===== src/rtl/parity_frame_rx.sv =====
// parity_frame_rx
//   Serial parity-frame receiver. Consumes one bit per clock from the serial
//   line and reassembles frames of the form
//     start(0), DATA_W data bits (LSB first), parity bit, stop(1)
//   into words. Each completed frame is delivered with a one-cycle valid
//   pulse, qualified by parity-error and framing-error flags. Errored frames
//   are still delivered.
//
// Parameters
//   DATA_W  data bits per frame (2..16)
//   ODD     parity sense: 0 = even, 1 = odd
//
// Ports
//   clk       in   rising-edge clock, one serial bit sampled per edge
//   rst       in   synchronous active-high reset
//   x         in   serial line, idles high
//   data_out  out  last received word, held until the next frame completes
//   valid     out  one-cycle pulse when data_out/par_err/frm_err update
//   par_err   out  parity mismatch in the last frame
//   frm_err   out  stop bit sampled as 0 in the last frame
//   busy      out  high while a frame is in progress
//   err_cnt   out  saturating count of errored frames
//
// Build option
//   PARITY_RX_ERR_CNT_EN  when defined, err_cnt counts errored frames
//                         (saturating at 255); otherwise err_cnt is tied to 0.

module parity_frame_rx #(
    parameter int unsigned DATA_W = 8,
    parameter bit          ODD    = 1'b0
) (
    input  logic              clk,
    input  logic              rst,
    input  logic              x,
    output logic [DATA_W-1:0] data_out,
    output logic              valid,
    output logic              par_err,
    output logic              frm_err,
    output logic              busy,
    output logic [7:0]        err_cnt
);

    localparam int unsigned       CNT_W    = $clog2(DATA_W + 1);
    localparam logic [CNT_W-1:0]  CNT_LAST = CNT_W'(DATA_W - 1);

    typedef enum logic [1:0] {
        IDLE,
        DATA,
        PAR,
        STOP
    } state_e;

    state_e            state_q;
    logic [CNT_W-1:0]  cnt_q;
    logic [DATA_W-1:0] shift_q;
    logic              run_par_q;   // XOR of data bits seen so far
    logic              perr_pend_q; // parity verdict, held until the stop bit

    logic [DATA_W-1:0] data_out_q;
    logic              valid_q;
    logic              par_err_q;
    logic              frm_err_q;
    logic              busy_q;
    logic [7:0]        err_cnt_q;

    always_ff @(posedge clk) begin
        if (rst) begin
            state_q     <= IDLE;
            cnt_q       <= '0;
            shift_q     <= '0;
            run_par_q   <= 1'b0;
            perr_pend_q <= 1'b0;
            data_out_q  <= '0;
            valid_q     <= 1'b0;
            par_err_q   <= 1'b0;
            frm_err_q   <= 1'b0;
            busy_q      <= 1'b0;
            err_cnt_q   <= '0;
        end else begin
            valid_q <= 1'b0;
            case (state_q)
                IDLE: begin
                    if (!x) begin
                        cnt_q     <= '0;
                        run_par_q <= 1'b0;
                        busy_q    <= 1'b1;
                        state_q   <= DATA;
                    end
                end
                DATA: begin
                    // MSB-end shift: after DATA_W bits the first one sits in bit 0
                    shift_q   <= {x, shift_q[DATA_W-1:1]};
                    run_par_q <= run_par_q ^ x;
                    cnt_q     <= cnt_q + 1'b1;
                    if (cnt_q == CNT_LAST) begin
                        state_q <= PAR;
                    end
                end
                PAR: begin
                    perr_pend_q <= ((run_par_q ^ x) != ODD);
                    state_q     <= STOP;
                end
                STOP: begin
                    // The stop bit is always consumed here, even if it is 0
                    data_out_q <= shift_q;
                    par_err_q  <= perr_pend_q;
                    frm_err_q  <= ~x;
                    valid_q    <= 1'b1;
                    busy_q     <= 1'b0;
                    state_q    <= IDLE;
`ifdef PARITY_RX_ERR_CNT_EN
                    if ((perr_pend_q || !x) && (err_cnt_q != 8'hFF)) begin
                        err_cnt_q <= err_cnt_q + 8'd1;
                    end
`endif
                end
                default: begin
                    state_q <= IDLE;
                    busy_q  <= 1'b0;
                end
            endcase
        end
    end

    assign data_out = data_out_q;
    assign valid    = valid_q;
    assign par_err  = par_err_q;
    assign frm_err  = frm_err_q;
    assign busy     = busy_q;

`ifdef PARITY_RX_ERR_CNT_EN
    assign err_cnt  = err_cnt_q;
`else
    assign err_cnt  = 8'd0;
`endif

endmodule


===== config.mk =====
export PLATFORM = sky130hd
export DESIGN_NAME = parity_frame_rx
export DESIGN_NICKNAME = d
export VERILOG_FILES = /design/src/rtl/parity_frame_rx.sv
export SDC_FILE = /design/constraint.sdc
export NUM_CORES = 1
export LEC_CHECK = 0
export BUFFER_PORTS_ARGS = -buffer_cell sky130_fd_sc_hd__buf_2
export CAP_MARGIN = 20
export CELL_PAD_IN_SITES_DETAIL_PLACEMENT = 1
export CELL_PAD_IN_SITES_GLOBAL_PLACEMENT = 1
export CORE_MARGIN = 2
export CORE_UTILIZATION = 40
export DETAILED_ROUTE_END_ITERATION = 10
export GPL_TIMING_DRIVEN = 0
export HOLD_SLACK_MARGIN = 0.1
export PLACE_DENSITY = 0.75
export SLEW_MARGIN = 0
export SYNTH_ARGS = -nofsm -noshare
export SYNTH_HDL_FRONTEND = slang
export SYNTH_SLANG_ARGS = --single-unit

===== constraint.sdc =====
create_clock -name clk -period 1.85 [get_ports clk]
set_input_delay 0.0925 -clock clk [delete_from_list [all_inputs] [get_ports clk]]
set_output_delay 0.0925 -clock clk [all_outputs]
set_load 0.1 [all_outputs]

==> impl_metrics.yaml, run 1 <==
pwr:
  p_int_w: 0.00114
  power_density_nw_per_um2: 1280
  p_leak_nw: 0.650
  switching_power_w: 0.000718
  p_clk_share_pct: 21.8
  p_comb_share_pct: 39.5
  max-vdd-ir-drop_mv: 0.516
  switching_share_pct: 38.7
  seqPwrFrac_pct: 38.7
hold_path:
  hp-start: "busy"
  whs_path_depth: 2
  hold_class: "flip-flop to flip-flop"
  min_to: "busy"
synth:
  synth_cell_type_count: 30
  synth_top_area_cell: "dfxtp_1"
  synth_area_per_cell_um2: 9.54
  synthTopCellsByArea: "dfxtp_1 (45%), mux2i_1 (15%), nor2_1 (5.8%)"
  synthCells: 130
  yosys_warnings: 0
  synth_top_area_share_pct: 45.2
  synth_area_um2: 1240
  ys_ff_latch: 28
  ys_seq_area_share_pct: 45.2
worst_setup_path:
  reg2reg_slack_ns: 0.15
  reg2reg_to: "cnt_q[3]"
  cp.arrival_ns: 1.94
  slowest_delay_ns: 0.42
  crit_path_start_kind: "flip-flop"
  path_cells: "inv_1 > ha_1 > and2_4 > buf_6 > o211a_1 > a221o_1"
  endpoint_kind: "flip-flop"
  path_max_fanout: 7
  cp_top_family: "compound AO/OA/AOI/OAI gates"
  path_class: "flip-flop to flip-flop"
  path_depth: 6
  crit_required_ns: 2.08
  regToRegStartpoint: "state_q[0]"
  crit_buf_inv: 2
  critPathSlowestCell: "dfxtp_1"
  reg2reg_depth: 6
cts:
  cts_setup_buffers: 0
  clock_sink_count: 28
  cts_tree: "done"
  htree_num_levels: 1
  clkTransAtPathRegs_ns: 0.16
  numCtsBuffers: 3
  root_buffer: "clkbuf_4"
  clockBufferDepth: 2
  clk_latency_ns: 0.33
floorplan:
  dieArea_um2: 3560
  core_um2: 3000
  io_pins: 23
  rows: 20
  start_util_pct: 41.3
  die_y_um: 59.7
  die_w_um: 59.7
final_layout:
  fillers: 366
  multi_input_area_um2: 594
  ff_latch_area_um2: 561
  drive_above_1_share_pct: 20.5
  diodes: 0
  finish.net_count: 165
  utilization_pct: 48.3
  syn2layout_area_growth_pct: 17.1
  fin_cells: 189
global_routing:
  grt_max_degree: 17
  globalRouteTotalUtil_pct: 17.1
  grt_overflow_total: 0
  grt_pass1_wl_um: 4580
  antenna_found_initial: 0
  grt_pass1_vias: 976
run:
  cap_violations: 0
drt:
  drtIter0Drc: 30
  vias: 926
  wire_per_inst_um: 13.9
  viasPerCell: 4.90
  drt_wl_total_um: 2620
  ant_nets: 0
  dr.pass1.iters: 4
  drc: 0
sta:
  rsz0062_at_grt: "false"
  period_needed_ns: 1.70
  setup_violations: 0
  max_freq_ghz: 0.587
  final_max_slew_viol_count: 0
  fin_crit_sh_pct: 92.1
  hold_viol_final: 0
  fin_worst_skew_ns: 0.00395
  finalSetupTns_ns: 0
place:
  dp_hpwl_um: 1870
  place.gp.congestion: 0.719
  dp_cells: 183
  port_buffers: 13
run_status:
  status: "finished, final reports clean"
==> how the worst max path moves through the flow <==
stage,start,to
after floorplan,state_q[0],cnt_q[3]
after global placement,state_q[0],cnt_q[3]
after detailed placement,state_q[0],cnt_q[3]
after CTS,state_q[0],cnt_q[3]
after global routing,state_q[0],cnt_q[3]
final,state_q[0],cnt_q[3]
==> logic make-up after synthesis <==
group | count (synthesis) | share of synthesized area (%)
compound gates | 19 | 10.1
xor+xnor | 1 | 0.706
fa+ha+maj | 5 | 5.05
buf+inv | 20 | 9.49
flops | 28 | 45.2
mux | 18 | 14.5
other cells | 1 | 0.302
simple gates | 38 | 14.6
==> metrics by stage <==
step	cell area, um^2	setup WS (ns)	hold slack (ns)	total power (W)
2_1_floorplan	1270	0.339	0.252	0.00132
3_3_place_gp	1370	0.250	0.361	0.00142
3_5_place_dp	1370	0.172	0.358	0.00146
4_1_cts	1450	0.144	0.495	0.00187
5_1_grt	1450	0.0599	0.529	0.00198
6_report	1450	0.147	0.490	0.00186
==> synthesized netlist by cell type <==
library cell and n:
a21oi_1 7, nand2b_1 1, a221o_1 1, dfxtp_1 28, a2111oi_0 1, and3_1 1, o211a_1 2, buf_4 8
mux2i_1 18, buf_2 3, a211oi_1 1, nand3b_1 2, o21ai_0 4, xnor2_1 1, clkbuf_1 2, clkbuf_2 1
nor2_1 19, nand2_1 6, o21bai_1 1, ha_1 5, nor4b_1 1, a211o_1 1, buf_6 1, o211ai_1 1
nor2b_1 4, conb_1 1, nand3_1 2, inv_1 5, and2_4 1, nor3b_1 1
==> cells in the final DEF, fill, tap and decap left out, drive strengths merged, types with 4 or more instances in the layout <==
cell type  synthesis  layout
a21oi              7       7
o21ai              4       4
dfxtp             28      28
conb               1       8
inv                5       5
clkbuf             3       6
nor2              19      19
nor2b              4       4
ha                 5       5
nand2              6       6
buf               12      25
mux2i             18      18
==> power by group through the flow <==
| stage | clock network [W] | logic [W] | registers [W] |
|---|---|---|---|
| 2_1_floorplan | 0 | 0.000515 | 0.000808 |
| 3_3_place_gp | 0 | 0.000697 | 0.000727 |
| 3_5_place_dp | 0 | 0.000728 | 0.000733 |
| 4_1_cts | 0.000413 | 0.000739 | 0.000720 |
| 5_1_grt | 0.000450 | 0.000803 | 0.000731 |
| 6_report | 0.000405 | 0.000733 | 0.000718 |
==> state kept, by name (all words and copies together), names as in the netlist <==
register and flops:
data_out 8, shift_q 8, cnt_q 4, state_q 2, busy 1, frm_err 1, par_err 1, perr_pend_q 1
run_par_q 1, valid 1
==> final cells by class <==
class / count / share of cell area, %
plain buffers: 15 / 6.81
multi-input cells: 89 / 40.9
inverters: 5 / 1.29
clock buffers: 3 / 1.55
flip-flops and latches: 28 / 38.6
clock inverters: 1 / 2.07
repair buffers: 15 / 5.86
well taps: 33 / 2.84
==> layer usage <==
metal / track usage [%] / part of all wire (%) / vias up
li1: - / - / 473
met1: 20.7 / 42 / 441
met2: 31.4 / 55 / 10
met3: 2.16 / 2.6 / 2
met4: 4.76 / 0.57 / 0
met5: 0 / 0 / -
==> worst register-to-register path, stage by stage, from the launching register on <==
cell and delay [ns]:
dfxtp_1 0.42, inv_1 0.08, ha_1 0.30, and2_4 0.20
buf_6 0.13, o211a_1 0.22, a221o_1 0.26
==> timing repair <==
action                     in CTS  in global routing
hold buffers                    2                  0
setup endpoints to repair       0                  1
hold endpoints to repair        4                  0
gates resized for setup         0                  1
Note: power is estimated with default switching activity, not from simulation.
==> inputs of run 2 (changes only) <==
- CORE_UTILIZATION: 40 -> 37
- PLACE_DENSITY: 0.75 -> 0.73
- clock period: 1.85 -> 1.5 ns (I/O delays scaled with it)
==> impl_metrics.yaml, run 2 (synthesis gave the netlist of run 1 again) <==
worst_setup_path:
  cp.arrival_ns: 1.67
  crit_required_ns: 1.74
  reg2reg_to: "cnt_q[3]"
  path_cells: "inv_2 > ha_4 > and2_4 > buf_6 > o211a_1 > a221o_1"
  slowest_delay_ns: 0.38
  path_max_fanout: 7
  path_depth: 6
  reg2reg_slack_ns: 0.07
  endpoint_kind: "flip-flop"
  crit_buf_inv: 2
  reg2reg_depth: 6
  path_class: "flip-flop to flip-flop"
  critPathSlowestCell: "dfxtp_2"
  crit_path_start_kind: "flip-flop"
  regToRegStartpoint: "state_q[0]"
  cp_top_family: "compound AO/OA/AOI/OAI gates"
cts:
  cts_tree: "done"
  clkTransAtPathRegs_ns: 0.16
  htree_num_levels: 1
  numCtsBuffers: 3
  clock_sink_count: 28
  clk_latency_ns: 0.33
  root_buffer: "clkbuf_4"
  clockBufferDepth: 2
pwr:
  seqPwrFrac_pct: 36.1
  p_clk_share_pct: 20.3
  power_density_nw_per_um2: 1610
  p_int_w: 0.00154
  p_comb_share_pct: 43.6
  switching_power_w: 0.000907
  max-vdd-ir-drop_mv: 0.893
  switching_share_pct: 37.1
  p_leak_nw: 0.671
  power_w: 0.00244
global_routing:
  globalRouteTotalUtil_pct: 14.1
  antenna_found_initial: 0
  grt_pass1_wl_um: 4030
  grt_max_degree: 17
  grt_pass1_vias: 859
  grt_overflow_total: 0
sta:
  period_needed_ns: 1.43
  fin_worst_skew_ns: 0.00673
  final_max_slew_viol_count: 0
  worst_slack_ns: 0.0684
  max_freq_ghz: 0.699
  setup_violations: 0
  finalSetupTns_ns: 0
  fin_crit_sh_pct: 95.4
  hold_viol_final: 0
final_layout:
  drive_above_1_share_pct: 25.0
  fin_cells: 206
  finish.net_count: 169
  syn2layout_area_growth_pct: 22.6
  layout_common_cells: "dfxtp_1 (26), nor2_1 (19), mux2i_1 (18), buf_4 (14), buf_2 (13)"
  diodes: 0
  postLayoutCellArea_um2: 1520
  final_common_cell: "dfxtp_1"
hold_path:
  hold_class: "flip-flop to flip-flop"
  whs_path_depth: 2
  hp-start: "busy"
  min_to: "busy"
run_status:
  status: "finished, final reports clean"
drt:
  viasPerCell: 4.66
  drt_wl_total_um: 2480
  vias: 960
  wire_per_inst_um: 12.0
  dr.pass1.iters: 4
  drc: 0
  drtIter0Drc: 8
  ant_nets: 0
place:
  place.gp.congestion: 0.673
  pre_cts_ws_ns: -0.0437
  dp_cells: 196
  port_buffers: 13
  dp_hpwl_um: 1840
  placed_area_um2: 1390
floorplan:
  start_util_pct: 37.8
  dieArea_um2: 3830
  io_pins: 23
  rows: 21
  core_um2: 3280
  die_w_um: 61.9
  die_y_um: 61.9
run:
  cap_violations: 0
## run 2: cell types whose count changed in the layout (fill, tap and decap cells not counted), sizes merged
cell	before	now
buf	25	28
clkbuf	6	7
## run 2: cell type report
cell class                      count  area [um^2]
Fill cell                         393         1760
Multi-Input combinational cell     89          607
Sequential cell                    28          563
Timing Repair Buffer               19          115
Buffer                             15          106
Tap cell                           46         57.6
Clock inverter                      1         30.0
Clock buffer                        3         22.5
Inverter                            5         18.8
## run 2: what timing repair did
item	in CTS	in global routing
setup buffers	2	2
endpoints found under the hold margin	4	0
setup endpoints to repair	2	12
hold buffers	2	0
gates resized for setup	2	8
## run 2: through the flow
step | util, % | hold WS [ns]
after floorplan | - | 0.234
after global placement | 42.4 | 0.341
after detailed placement | 42.4 | 0.350
after CTS | 45.1 | 0.502
after global routing | 46.3 | 0.518
final | 46.3 | 0.497
## run 2: power by group through the flow
stage          Clock, W  Combinational, W  Sequential (W)
6_report       0.000496           0.00106        0.000882
5_1_grt        0.000534           0.00116        0.000895
4_1_cts        0.000515          0.000960        0.000879
3_5_place_dp          0          0.000902        0.000903
3_3_place_gp          0          0.000869        0.000899
2_1_floorplan         0          0.000643        0.000996
## run 2: worst reg2reg max path, cell delays in order (launching register included)
cell and delay (ns):
dfxtp_2 0.38, inv_2 0.06, ha_4 0.18, and2_4 0.15, buf_6 0.12, o211a_1 0.21, a221o_1 0.25
## run 2: layer usage
metal  routed length [um]  up-vias  track usage, %
met1                 1130      461            19.0
met2                 1270       14            24.2
li1                     -      485               -
met5                    0        -               0
met3                   78        0            3.11
met4                    0        0           0.912
## run 2: how the worst max path moves through the flow
stage	startpoint	end
after detailed placement	state_q[0]	cnt_q[3]
after CTS	state_q[0]	cnt_q[3]
after global placement	state_q[0]	cnt_q[3]
final	state_q[0]	cnt_q[3]
after floorplan	state_q[0]	cnt_q[3]
after global routing	state_q[0]	cnt_q[3]
